### src/rtl/bali_isa_pkg.sv
// bali_isa_pkg: opcode/ALU constants, decode record types and argument-count lookup
// shared by the bytecode decode stage and its opcode table.
package bali_isa_pkg;

    localparam logic [7:0] OP_NOP       = 8'h00;
    localparam logic [7:0] OP_ICONST_M1 = 8'h02;
    localparam logic [7:0] OP_ICONST_5  = 8'h08;
    localparam logic [7:0] OP_BIPUSH    = 8'h10;
    localparam logic [7:0] OP_SIPUSH    = 8'h11;
    localparam logic [7:0] OP_LDC       = 8'h12;
    localparam logic [7:0] OP_ILOAD     = 8'h15;
    localparam logic [7:0] OP_ILOAD_0   = 8'h1a;
    localparam logic [7:0] OP_ILOAD_3   = 8'h1d;
    localparam logic [7:0] OP_ALOAD_0   = 8'h2a;
    localparam logic [7:0] OP_ALOAD_3   = 8'h2d;
    localparam logic [7:0] OP_IALOAD    = 8'h2e;
    localparam logic [7:0] OP_BALOAD    = 8'h33;
    localparam logic [7:0] OP_ISTORE    = 8'h36;
    localparam logic [7:0] OP_ISTORE_0  = 8'h3b;
    localparam logic [7:0] OP_ISTORE_3  = 8'h3e;
    localparam logic [7:0] OP_ASTORE_0  = 8'h4b;
    localparam logic [7:0] OP_ASTORE_3  = 8'h4e;
    localparam logic [7:0] OP_IASTORE   = 8'h4f;
    localparam logic [7:0] OP_BASTORE   = 8'h54;
    localparam logic [7:0] OP_POP       = 8'h57;
    localparam logic [7:0] OP_DUP       = 8'h59;
    localparam logic [7:0] OP_IADD      = 8'h60;
    localparam logic [7:0] OP_ISUB      = 8'h64;
    localparam logic [7:0] OP_IMUL      = 8'h68;
    localparam logic [7:0] OP_IDIV      = 8'h6c;
    localparam logic [7:0] OP_IREM      = 8'h70;
    localparam logic [7:0] OP_INEG      = 8'h74;
    localparam logic [7:0] OP_ISHL      = 8'h78;
    localparam logic [7:0] OP_ISHR      = 8'h7a;
    localparam logic [7:0] OP_IAND      = 8'h7e;
    localparam logic [7:0] OP_IOR       = 8'h80;
    localparam logic [7:0] OP_IXOR      = 8'h82;
    localparam logic [7:0] OP_IINC      = 8'h84;
    localparam logic [7:0] OP_IFEQ      = 8'h99;
    localparam logic [7:0] OP_IFLE      = 8'h9e;
    localparam logic [7:0] OP_IF_ICMPEQ = 8'h9f;
    localparam logic [7:0] OP_IF_ICMPLE = 8'ha4;
    localparam logic [7:0] OP_GOTO      = 8'ha7;
    localparam logic [7:0] OP_IRETURN   = 8'hac;
    localparam logic [7:0] OP_ARETURN   = 8'hb0;

    localparam logic [3:0] ALU_ADD = 4'b0000;
    localparam logic [3:0] ALU_SUB = 4'b0001;
    localparam logic [3:0] ALU_MUL = 4'b0010;
    localparam logic [3:0] ALU_DIV = 4'b0011;
    localparam logic [3:0] ALU_REM = 4'b0100;
    localparam logic [3:0] ALU_NEG = 4'b0101;
    localparam logic [3:0] ALU_SHL = 4'b1100;
    localparam logic [3:0] ALU_SHR = 4'b1101;
    localparam logic [3:0] ALU_AND = 4'b1111;
    localparam logic [3:0] ALU_OR  = 4'b1000;
    localparam logic [3:0] ALU_XOR = 4'b1001;

    typedef enum logic [1:0] {S_OP, S_ARG1, S_ARG2} state_e;

    // How the operand/argidx fields are built from the argument bytes.
    typedef enum logic [2:0] {
        OK_NONE, OK_SEXT8, OK_SEXT16, OK_ZEXT8, OK_IDX, OK_IINC, OK_CONST, OK_IDXN
    } opnd_kind_e;

    typedef struct packed {
        logic       legal;
        logic [1:0] argc;
        logic [3:0] aluop;
        logic       isaluop;
        logic [1:0] stackargs;
        logic       stackwb;
        logic       constpush;
        opnd_kind_e kind;
        logic [1:0] idx_n;
        logic [3:0] cval;
    } op_class_t;

    // Width-independent part of a FIFO entry; pc and operand are stored alongside.
    typedef struct packed {
        logic [7:0] opcode;
        logic [1:0] len;
        logic [3:0] aluop;
        logic       isaluop;
        logic [1:0] stackargs;
        logic       stackwb;
        logic       constpush;
        logic [7:0] argidx;
        logic       illegal;
    } decode_rec_t;

    function automatic logic [1:0] argc_of(input logic [7:0] op);
        return (op == OP_BIPUSH || op == OP_LDC || op == OP_ILOAD || op == OP_ISTORE) ? 2'd1 :
               (op == OP_SIPUSH || op == OP_IINC || op == OP_GOTO ||
                (op >= OP_IFEQ && op <= OP_IF_ICMPLE)) ? 2'd2 : 2'd0;
    endfunction

endpackage

### src/rtl/bytecode_decode_stage_opcode_table.sv
// opcode_table: combinational opcode-to-class lookup; unknown opcodes come back
// with legal=0 and every other field zero.
module opcode_table
    import bali_isa_pkg::*;
(
    input  logic [7:0] i_opcode,
    output op_class_t  o_class
);

    always_comb begin
        o_class = '0;
        o_class.legal = 1'b1;
        o_class.argc = argc_of(i_opcode);
        case (i_opcode) inside
            OP_NOP: o_class.legal = 1'b1;
            [OP_ICONST_M1:OP_ICONST_5]: begin
                o_class.stackwb = 1'b1;
                o_class.constpush = 1'b1;
                o_class.kind = OK_CONST;
                o_class.cval = i_opcode[3:0] - 4'd3;
            end
            OP_BIPUSH: begin
                o_class.stackwb = 1'b1;
                o_class.constpush = 1'b1;
                o_class.kind = OK_SEXT8;
            end
            OP_SIPUSH: begin
                o_class.stackwb = 1'b1;
                o_class.constpush = 1'b1;
                o_class.kind = OK_SEXT16;
            end
            OP_LDC: begin
                o_class.stackwb = 1'b1;
                o_class.kind = OK_ZEXT8;
            end
            OP_ILOAD: begin
                o_class.stackwb = 1'b1;
                o_class.kind = OK_IDX;
            end
            // _n forms: ILOAD_0/ALOAD_0 sit at low bits 2'b10, stores at 2'b11
            [OP_ILOAD_0:OP_ILOAD_3], [OP_ALOAD_0:OP_ALOAD_3]: begin
                o_class.stackwb = 1'b1;
                o_class.kind = OK_IDXN;
                o_class.idx_n = i_opcode[1:0] - 2'd2;
            end
            OP_IALOAD, OP_BALOAD: begin
                o_class.stackargs = 2'd2;
                o_class.stackwb = 1'b1;
            end
            OP_ISTORE: begin
                o_class.stackargs = 2'd1;
                o_class.kind = OK_IDX;
            end
            [OP_ISTORE_0:OP_ISTORE_3], [OP_ASTORE_0:OP_ASTORE_3]: begin
                o_class.stackargs = 2'd1;
                o_class.kind = OK_IDXN;
                o_class.idx_n = i_opcode[1:0] - 2'd3;
            end
            OP_IASTORE, OP_BASTORE: o_class.stackargs = 2'd3;
            OP_POP, OP_IRETURN, OP_ARETURN: o_class.stackargs = 2'd1;
            OP_DUP: begin
                o_class.stackargs = 2'd1;
                o_class.stackwb = 1'b1;
            end
            OP_IADD, OP_ISUB, OP_IMUL, OP_IDIV, OP_IREM, OP_ISHL, OP_ISHR, OP_IAND, OP_IOR, OP_IXOR: begin
                o_class.stackargs = 2'd2;
                o_class.stackwb = 1'b1;
                o_class.isaluop = 1'b1;
            end
            OP_INEG: begin
                o_class.stackargs = 2'd1;
                o_class.stackwb = 1'b1;
                o_class.isaluop = 1'b1;
            end
            OP_IINC: begin
                o_class.isaluop = 1'b1;
                o_class.kind = OK_IINC;
            end
            [OP_IFEQ:OP_IFLE]: begin
                o_class.stackargs = 2'd1;
                o_class.kind = OK_SEXT16;
            end
            [OP_IF_ICMPEQ:OP_IF_ICMPLE]: begin
                o_class.stackargs = 2'd2;
                o_class.kind = OK_SEXT16;
            end
            OP_GOTO: o_class.kind = OK_SEXT16;
            default: o_class.legal = 1'b0;
        endcase
        o_class.aluop = (i_opcode == OP_ISUB) ? ALU_SUB :
                        (i_opcode == OP_IMUL) ? ALU_MUL :
                        (i_opcode == OP_IDIV) ? ALU_DIV :
                        (i_opcode == OP_IREM) ? ALU_REM :
                        (i_opcode == OP_INEG) ? ALU_NEG :
                        (i_opcode == OP_ISHL) ? ALU_SHL :
                        (i_opcode == OP_ISHR) ? ALU_SHR :
                        (i_opcode == OP_IAND) ? ALU_AND :
                        (i_opcode == OP_IOR)  ? ALU_OR  :
                        (i_opcode == OP_IXOR) ? ALU_XOR : ALU_ADD;
    end

endmodule

### src/rtl/bytecode_decode_stage.sv
// bytecode_decode_stage: assembles JVM bytecode bytes into decoded instruction
// records and queues them in a first-word fall-through FIFO for execute.
module bytecode_decode_stage
    import bali_isa_pkg::*;
#(
    parameter int OPW   = 32,
    parameter int PCW   = 16,
    parameter int DEPTH = 4
) (
    input  logic           clk,
    input  logic           rst,
    input  logic           in_valid,
    input  logic [7:0]     in_byte,
    output logic           in_ready,
    input  logic           flush,
    input  logic [PCW-1:0] flush_pc,
    output logic           out_valid,
    input  logic           out_ready,
    output logic [7:0]     out_opcode,
    output logic [PCW-1:0] out_pc,
    output logic [1:0]     out_len,
    output logic [3:0]     out_aluop,
    output logic           out_isaluop,
    output logic [1:0]     out_stackargs,
    output logic           out_stackwb,
    output logic           out_constpush,
    output logic [OPW-1:0] out_operand,
    output logic [7:0]     out_argidx,
    output logic           out_illegal
);

    localparam int AW = $clog2(DEPTH);
    localparam logic [AW:0] FULL = (AW+1)'(DEPTH);

    state_e         r_state, w_state_nx;
    logic [PCW-1:0] r_pc, r_op_pc, w_op_pc, w_head_pc;
    logic [7:0]     r_op, r_b1, w_op, w_b1;
    logic           w_hs, w_done, w_push, w_pop;
    op_class_t      w_cls;
    decode_rec_t    w_rec, w_head;
    logic [OPW-1:0] w_operand, w_head_opd;

    decode_rec_t    r_rec [DEPTH];
    logic [OPW-1:0] r_opd [DEPTH];
    logic [PCW-1:0] r_pcm [DEPTH];
    logic [AW-1:0]  r_wp, r_rp;
    logic [AW:0]    r_count;

    // The record is completed on the handshake edge, so decode from the live byte.
    assign w_op    = (r_state == S_OP) ? in_byte : r_op;
    assign w_b1    = (r_state == S_ARG1) ? in_byte : r_b1;
    assign w_op_pc = (r_state == S_OP) ? r_pc : r_op_pc;

    assign in_ready  = !rst && !flush && (r_count < FULL);
    assign out_valid = (r_count != '0);
    assign w_hs      = in_valid && in_ready;
    assign w_pop     = out_valid && out_ready;

    opcode_table u_table (
        .i_opcode (w_op),
        .o_class  (w_cls)
    );

    always_comb begin
        w_done = (r_state == S_ARG2) || (r_state == S_ARG1 && w_cls.argc == 2'd1) ||
                 (r_state == S_OP && w_cls.argc == 2'd0);
        w_push = w_hs && w_done;
        w_state_nx = !w_hs ? r_state : w_done ? S_OP : (r_state == S_OP) ? S_ARG1 : S_ARG2;
        w_operand = (w_cls.kind == OK_SEXT8)  ? OPW'($signed(w_b1)) :
                    (w_cls.kind == OK_SEXT16) ? OPW'($signed({w_b1, in_byte})) :
                    (w_cls.kind == OK_ZEXT8)  ? OPW'(w_b1) :
                    (w_cls.kind == OK_IINC)   ? OPW'($signed(in_byte)) :
                    (w_cls.kind == OK_CONST)  ? OPW'($signed(w_cls.cval)) : '0;
        w_rec = '0;
        w_rec.opcode    = w_op;
        w_rec.len       = w_cls.argc + 2'd1;
        w_rec.aluop     = w_cls.aluop;
        w_rec.isaluop   = w_cls.isaluop;
        w_rec.stackargs = w_cls.stackargs;
        w_rec.stackwb   = w_cls.stackwb;
        w_rec.constpush = w_cls.constpush;
        w_rec.illegal   = !w_cls.legal;
        w_rec.argidx    = (w_cls.kind == OK_IDX || w_cls.kind == OK_IINC) ? w_b1 :
                          (w_cls.kind == OK_IDXN) ? {6'd0, w_cls.idx_n} : 8'd0;
    end

    always_ff @(posedge clk) begin
        if (rst || flush) begin
            r_state <= S_OP;
            r_pc    <= rst ? '0 : flush_pc;
            r_op    <= '0;
            r_op_pc <= '0;
            r_b1    <= '0;
            r_wp    <= '0;
            r_rp    <= '0;
            r_count <= '0;
        end else begin
            r_state <= w_state_nx;
            if (w_hs) begin
                r_pc <= r_pc + 1'b1;
                if (r_state == S_OP) begin
                    r_op    <= in_byte;
                    r_op_pc <= r_pc;
                end
                if (r_state == S_ARG1) r_b1 <= in_byte;
            end
            if (w_push) r_wp <= r_wp + 1'b1;
            if (w_pop) r_rp <= r_rp + 1'b1;
            r_count <= r_count + {{AW{1'b0}}, w_push} - {{AW{1'b0}}, w_pop};
        end
    end

    always_ff @(posedge clk) begin
        if (w_push) begin
            r_rec[r_wp] <= w_rec;
            r_opd[r_wp] <= w_operand;
            r_pcm[r_wp] <= w_op_pc;
        end
    end

    assign w_head     = out_valid ? r_rec[r_rp] : '0;
    assign w_head_opd = out_valid ? r_opd[r_rp] : '0;
    assign w_head_pc  = out_valid ? r_pcm[r_rp] : '0;

    assign out_opcode    = w_head.opcode;
    assign out_pc        = w_head_pc;
    assign out_len       = w_head.len;
    assign out_aluop     = w_head.aluop;
    assign out_isaluop   = w_head.isaluop;
    assign out_stackargs = w_head.stackargs;
    assign out_stackwb   = w_head.stackwb;
    assign out_constpush = w_head.constpush;
    assign out_operand   = w_head_opd;
    assign out_argidx    = w_head.argidx;
    assign out_illegal   = w_head.illegal;

endmodule

### config.mk
export PLATFORM = sky130hd
export DESIGN_NAME = bytecode_decode_stage
export DESIGN_NICKNAME = d
export VERILOG_FILES = /design/src/rtl/bali_isa_pkg.sv /design/src/rtl/bytecode_decode_stage_opcode_table.sv /design/src/rtl/bytecode_decode_stage.sv
export SDC_FILE = /design/constraint.sdc
export NUM_CORES = 1
export LEC_CHECK = 0
export CORE_ASPECT_RATIO = 1.5
export CORE_MARGIN = 2
export CORE_UTILIZATION = 63
export DETAILED_ROUTE_END_ITERATION = 7
export MAX_ROUTING_LAYER = met4
export PLACE_DENSITY = 0.87
export RECOVER_POWER = 100
export SETUP_SLACK_MARGIN = 0.5
export SYNTH_ARGS = -nofsm -noshare
export SYNTH_HDL_FRONTEND = slang
export SYNTH_SLANG_ARGS = --single-unit
### constraint.sdc
create_clock -name clk -period 15.9 [get_ports clk]
set_input_delay 3.18 -clock clk [delete_from_list [all_inputs] [get_ports clk]]
set_output_delay 3.18 -clock clk [all_outputs]
set_load 0.005 [all_outputs]
* Word-level counts from Yosys, hierarchy flattened
Memory sizes are Yosys's and may differ from the RTL's. A register that Yosys moved wholly into a read port is not among the register bits.
Cells that the tools add are included.
** Word-level totals
- Flip-flop bits (word level) :: 57
- Memory bits (writable) :: 304
- Input port bits :: 29
- Output and inout bits :: 78
- Memories kept :: 3
** Memory list
- r_opd :: words 4, bits a word 32, read ports 1, clocked after Yosys merged registers in 1, wr ports 1, line bytecode_decode_stage.sv:44 : logic [OPW-1:0] r_opd [DEPTH];
- r_rec :: words 4, bits a word 28, read ports 1, clocked after Yosys merged registers in 1, wr ports 1, line bytecode_decode_stage.sv:43 : decode_rec_t r_rec [DEPTH];
- r_pcm :: words 4, bits a word 16, read ports 1, clocked after Yosys merged registers in 1, wr ports 1, line bytecode_decode_stage.sv:45 : logic [PCW-1:0] r_pcm [DEPTH];
** Cells by class
- Add/subtract/negate cells :: 9
- Order comparisons :: 15
- Equal/unequal tests :: 36
- Mux-type cells :: 141
- Reduce and logical (&&, ||, !) cells :: 39
** Operators with widths (count)
- $mux 32 :: 6
- $eq 8x7->1 const B :: 13
- $mux 16 :: 5
- $mux 2 :: 40
- $mux 1 :: 56
- $mux 3 :: 18
- $eq 8x8->1 const B :: 6
- $mux 4 :: 12
- $eq 8x5->1 const B :: 4
- $mux 28 :: 1
- $eq 8x6->1 const B :: 3
- $mux 8 :: 3
- $add 16x1->16 const B :: 1
- $ge 8x6->1 const B :: 2
- $ge 8x8->1 const B :: 2
- $le 8x6->1 const B :: 2
- $le 8x8->1 const B :: 2
- $logic_and 1x1->1 :: 15
- $eq 3x3->1 const B :: 4
- $logic_or 1x1->1 :: 10
- $reduce_or 10->1 :: 1
- $ge 8x2->1 const B :: 1
- $ge 8x5->1 const B :: 1
- $ge 8x7->1 const B :: 1
- other kinds (20) :: 31

* Longest topological paths before layout
- Depth in word-level cells :: 28
- Gate-level depth with buffers :: 19
- Depth with buffers taken out :: 16

* Cells and area by module
Synthesis repeated with hierarchy kept, for this count alone.
** Second synthesis, totals
- Cell total of the unflattened synthesis :: 951
- Area total of the unflattened synthesis :: 13559.3 µm²
** By module, submodules not included
- bytecode_decode_stage :: instances 1, cells each 795, area an instance 12539.5 µm²
- opcode_table :: instances 1, cells each 156, area an instance 1019.7 µm²

* Least setup slack after synthesis
OpenSTA, ideal clock, no wires.
- Path kind :: input to register
- From :: in in_byte[0]
- To :: mem r_opd[0][0] (enable)
- Library setup time :: 424 ps
- Arrival :: 6782 ps
- Slack :: 8694 ps
- Stages on the path :: 9
- Path buffers :: 1
- Path through :: or3b_2 > and2_1 > ha_1 > clkbuf_1 > and4_1 > o22a_1 > nor4_1 > a211o_1 > and2_1
** Between the ends
- Word-level cells in the longest chain between the ends :: 14
** RTL lines
- from (decl) :: line bytecode_decode_stage.sv:13 : input logic [7:0] in_byte,
- $mux 8 (*)
- branches (longest 5 deep; another with $ge 8x8->1)
- $mux 2 (*) :: line bali_isa_pkg.sv:93 : return (op == OP_BIPUSH || op == OP_LDC || op == OP_ILOAD || op == OP_ISTORE) ? 2'd1 :
- $eq 2x1->1 :: line bytecode_decode_stage.sv:65 : w_done = (r_state == S_ARG2) || (r_state == S_ARG1 && w_cls.argc == 2'd1) ||
- $logic_and 1x1->1 :: line bytecode_decode_stage.sv:65
- $logic_or 1x1->1 :: line bytecode_decode_stage.sv:65
- $logic_or 1x1->1 (*) :: line bytecode_decode_stage.sv:65
- $logic_and 1x1->1 (*) :: line bytecode_decode_stage.sv:67 : w_push = w_hs && w_done;
- net w_push :: line bytecode_decode_stage.sv:38 : logic w_hs, w_done, w_push, w_pop;
- $mux 1 (*) :: line bytecode_decode_stage.sv:114 : if (w_push) begin
- $mux 1 (implied by the code) (*) :: line bytecode_decode_stage.sv:116 : r_opd[r_wp] <= w_operand;
- to (decl) :: line bytecode_decode_stage.sv:44
Mark *: on every way through the listed nets, which the timed path passes.

* Worst setup path in the final report
- From :: in flush
- To :: mem r_rec[0][18] (netlist name) (enable)
** Between the ends
- Word-level cells in the longest chain between the ends :: 7
** RTL lines
- from (decl) :: line bytecode_decode_stage.sv:15 : input logic flush,
- $logic_not 1->1 :: line bytecode_decode_stage.sv:54 : assign in_ready = !rst && !flush && (r_count < FULL);
- $logic_and 1x1->1 (2 in a row) :: line bytecode_decode_stage.sv:54
- $logic_and 1x1->1 :: line bytecode_decode_stage.sv:56 : assign w_hs = in_valid && in_ready;
- $logic_and 1x1->1 :: line bytecode_decode_stage.sv:67
- net w_push :: line bytecode_decode_stage.sv:38
- $mux 1 :: line bytecode_decode_stage.sv:114
- $mux 1 (implied by the code) :: line bytecode_decode_stage.sv:115 : r_rec[r_wp] <= w_rec;
- to (decl) :: line bytecode_decode_stage.sv:43
The timed path passes the listed nets, and every way through them passes these cells.

==> impl_metrics.toml <==
[timing]
holdWs_ns = 0.455
rsz0062_at_grt = "no"
fin_setup_tns_ns = 0
setup_viol = 0
fmax_ghz = 0.0976
clock-skew-final_ns = 0.0253
layout_setup_ws_ns = 5.65
worst_pin_slew_ns = 2.89
drv_slew = 338
slew_headroom = -0.925
fin_crit_sh = 0.644
hold_viol_final = 0
period_needed_ns = 10.25

[synthesis]
synth.most_common_cell = "edfxtp_1"
netlist.area_leader.share = 0.560
synth_ff_type = "edfxtp_1"
yosysTopAreaCell = "edfxtp_1"
seq_area_frac_synth = 0.623
synthesis.nets = 1048
synthesis.instances = 1006
avgSynthCellArea_sq_um = 13.6
ys_seq_elements = 299
synth_compound_area_frac = 0.0761
synth_edf_count = 256
ys_top_cells_by_area = "edfxtp_1, mux4_2, dfxtp_1, nand2_1, and2_1"
synthAdderAreaFrac = 0.0124
synthMuxAreaShare = 0.112
syn_area_sq_um = 13700
ys_types = 81
synth_xor_area_frac = 0.0115
yosys.area_share.simple = 0.131
ys_warn_count = 0
synthTopCellsByCount = "edfxtp_1, nand2_1, and2_1"
synth_top_family_by_area = "simple AND/OR/NAND/NOR gates"
synth-async-reset-ratio = 0

[worst_setup_path]
path_class = "in2reg"
rr_worst_depth = 10
r2r_setup_slack_ns = 8.11
r2r-end = "r_rec[0][18]"
cp-end-kind = "register"
critPathArrivalTime_ns = 10.32
r2r-start = "r_state[0]"
crit_path_max_fanout = 42
startpoint_type = "input port"
worst_ep_required_time_ns = 15.98

[cts]
cts_resized = 0
holdBufCountCts = 0
cts_sinks = 299
clock_latency_ns = 0.54
ctsRootBufferMaster = "clkbuf_16"
cts_tree = "done"
post_cts_buffers = 0
numCtsBuffers = 26
clock_path_buffers = 3
path_clk_slew_ns = 0.06
cts_max_level = 1

[detailed_routing]
first_pass_iters = 6
drt-initial-drc-count = 709
wirelength_microns = 30100
vias = 8651
drc = 0
viasPerCell = 6.31
antenna_left = 0
post_drt_wl_per_cell_microns = 22.0

[pwr]
power.leakage_nw = 5.40
cell_internal_pwr_w = 0.00129
p_clk_frac = 0.380
power.density_nw_per_um2 = 106
switching_power_w = 0.000361
power_w = 0.00165
ir_drop_mv = 0.0979
p_comb_frac = 0.087
pwr-share-seq = 0.533
p_sw_frac = 0.218

[global_routing]
track_usage = 0.268
grt_first_pass_wirelength_microns = 46700
grt_max_degree = 63
grt_overflow = 0
grt_antenna_before_repair = 1
grt_pass1_vias = 8564

[die]
core-area_sq_um = 21600
die-area_sq_um = 23000
io_pins = 107
die_height_microns = 185
initial_utilization = 0.637
fp.dieW_microns = 125
rows = 66

[placed_design]
hpwl_microns = 20000
pre_cts_slack_ns = 7.52
place_congestion = 0.955
portBuffers = 106

[outcome]
status = "finished, violations left"
violations = "max-capacitance violations, max-slew violations"

[finish]
area_growth_pct = 13.7
fin_nets = 1120
drive_above_1_share = 0.114

[job]
max_cap_viol_count = 9

[worst_hold_path]
hold_class = "reg2reg"
hold_start = "r_op_pc[1]"
worstHoldPathCells = 2
min_to = "r_op_pc[1]"
through the flow:
| stage | util | instance area [sq um] | instances |
|---|---|---|---|
| 4_1_cts | 0.729 | 15700 | 1369 |
| 6_report | 0.724 | 15600 | 1370 |
| 2_1_floorplan | - | 13700 | 1006 |
| 3_5_place_dp | 0.689 | 14800 | 1322 |
| 5_1_grt | 0.724 | 15600 | 1370 |
| 3_3_place_gp | 0.689 | 14800 | 1322 |
kinds of logic (layout without fill, tap and decap cells):
logic type | count (synthesis) | after routing
compound gates | 141 | 141
xor+xnor | 18 | 18
fa+ha+maj | 13 | 13
buf+inv | 99 | 190
flops | 299 | 299
mux | 77 | 77
other cells | 0 | 1
simple gates | 359 | 359
power groups by stage:
| stage | Combinational (W) | Sequential [W] | Clock (W) |
|---|---|---|---|
| floorplan | 0.0000927 | 0.000892 | 0 |
| global placement | 0.000144 | 0.000895 | 0 |
| detailed placement | 0.000147 | 0.000896 | 0 |
| CTS | 0.000149 | 0.000879 | 0.000637 |
| global route | 0.000156 | 0.000881 | 0.000666 |
| finish | 0.000143 | 0.000880 | 0.000628 |
critical path, cell delays in order:
cell and delay (ns):
dlygate4sd3_1 0.54, clkbuf_1 0.43, or2_0 0.68, nor2_1 0.31, and2_1 0.16, clkbuf_1 0.99
nand2_1 0.20, o21ba_2 0.31, a211o_1 0.27, and2_0 1.08, clkbuf_1 2.13
metal layers:
layer	up-vias	wire, microns	GRT usage
met2	383	16300	0.489
met4	0	1380	0.114
li1	3922	-	-
met1	4268	10900	0.302
met3	78	1570	0.0270
met5	-	0	-
how the worst max path moves through the flow:
stage,from,end,slack (ns)
3_5_place_dp,rst,in_ready,7.52
6_report,flush,r_rec[0][18],5.65
4_1_cts,rst,in_ready,7.51
5_1_grt,flush,r_pcm[0][9],5.12
3_3_place_gp,rst,in_ready,7.57
2_1_floorplan,in_byte[0],r_opd[0][0],8.69
cell type report:
class	instances	area [sq um]
sequential	299	8550
fill	1336	5950
multi-input combinational	608	4640
timing repair buffer	119	1120
clock buffer	37	712
tap	272	340
clock inverter	10	141
inverter	24	90.1
antenna	1	2.50
state kept, by name, summed over array words and instances, names as in the netlist, 3 cells and up, named ones only:
signal and count:
r_pc 16, r_opd 64, r_pcm 64, r_count 3
r_op_pc 16, r_b1 8, r_op 8, r_rec 112
placed cells by master (no fill, tap or decap), types with 6 or more instances in the layout:
| cell | synthesis | routed |
|---|---|---|
| nand3_1 | 36 | 36 |
| o21ai_0 | 21 | 30 |
| edfxtp_1 | 256 | 256 |
| nor4_1 | 6 | 6 |
| nor2_1 | 64 | 64 |
| dfxtp_1 | 43 | 41 |
| and3_1 | 6 | 6 |
| clkdlybuf4s50_1 | 0 | 69 |
| a21oi_1 | 29 | 29 |
| a31oi_1 | 8 | 9 |
| clkbuf_1 | 36 | 18 |
| and2_1 | 71 | 16 |
| and2_0 | 1 | 56 |
| ha_1 | 12 | 12 |
| inv_1 | 22 | 24 |
| clkbuf_16 | 0 | 26 |
| dlygate4sd3_1 | 0 | 37 |
| a211oi_1 | 6 | 7 |
| xor2_1 | 11 | 11 |
| mux4_2 | 60 | 60 |
| nand4_1 | 10 | 10 |
| mux2i_1 | 11 | 12 |
| xnor2_1 | 7 | 7 |
| nand2_1 | 124 | 124 |
(Power assumes the default switching activity.)
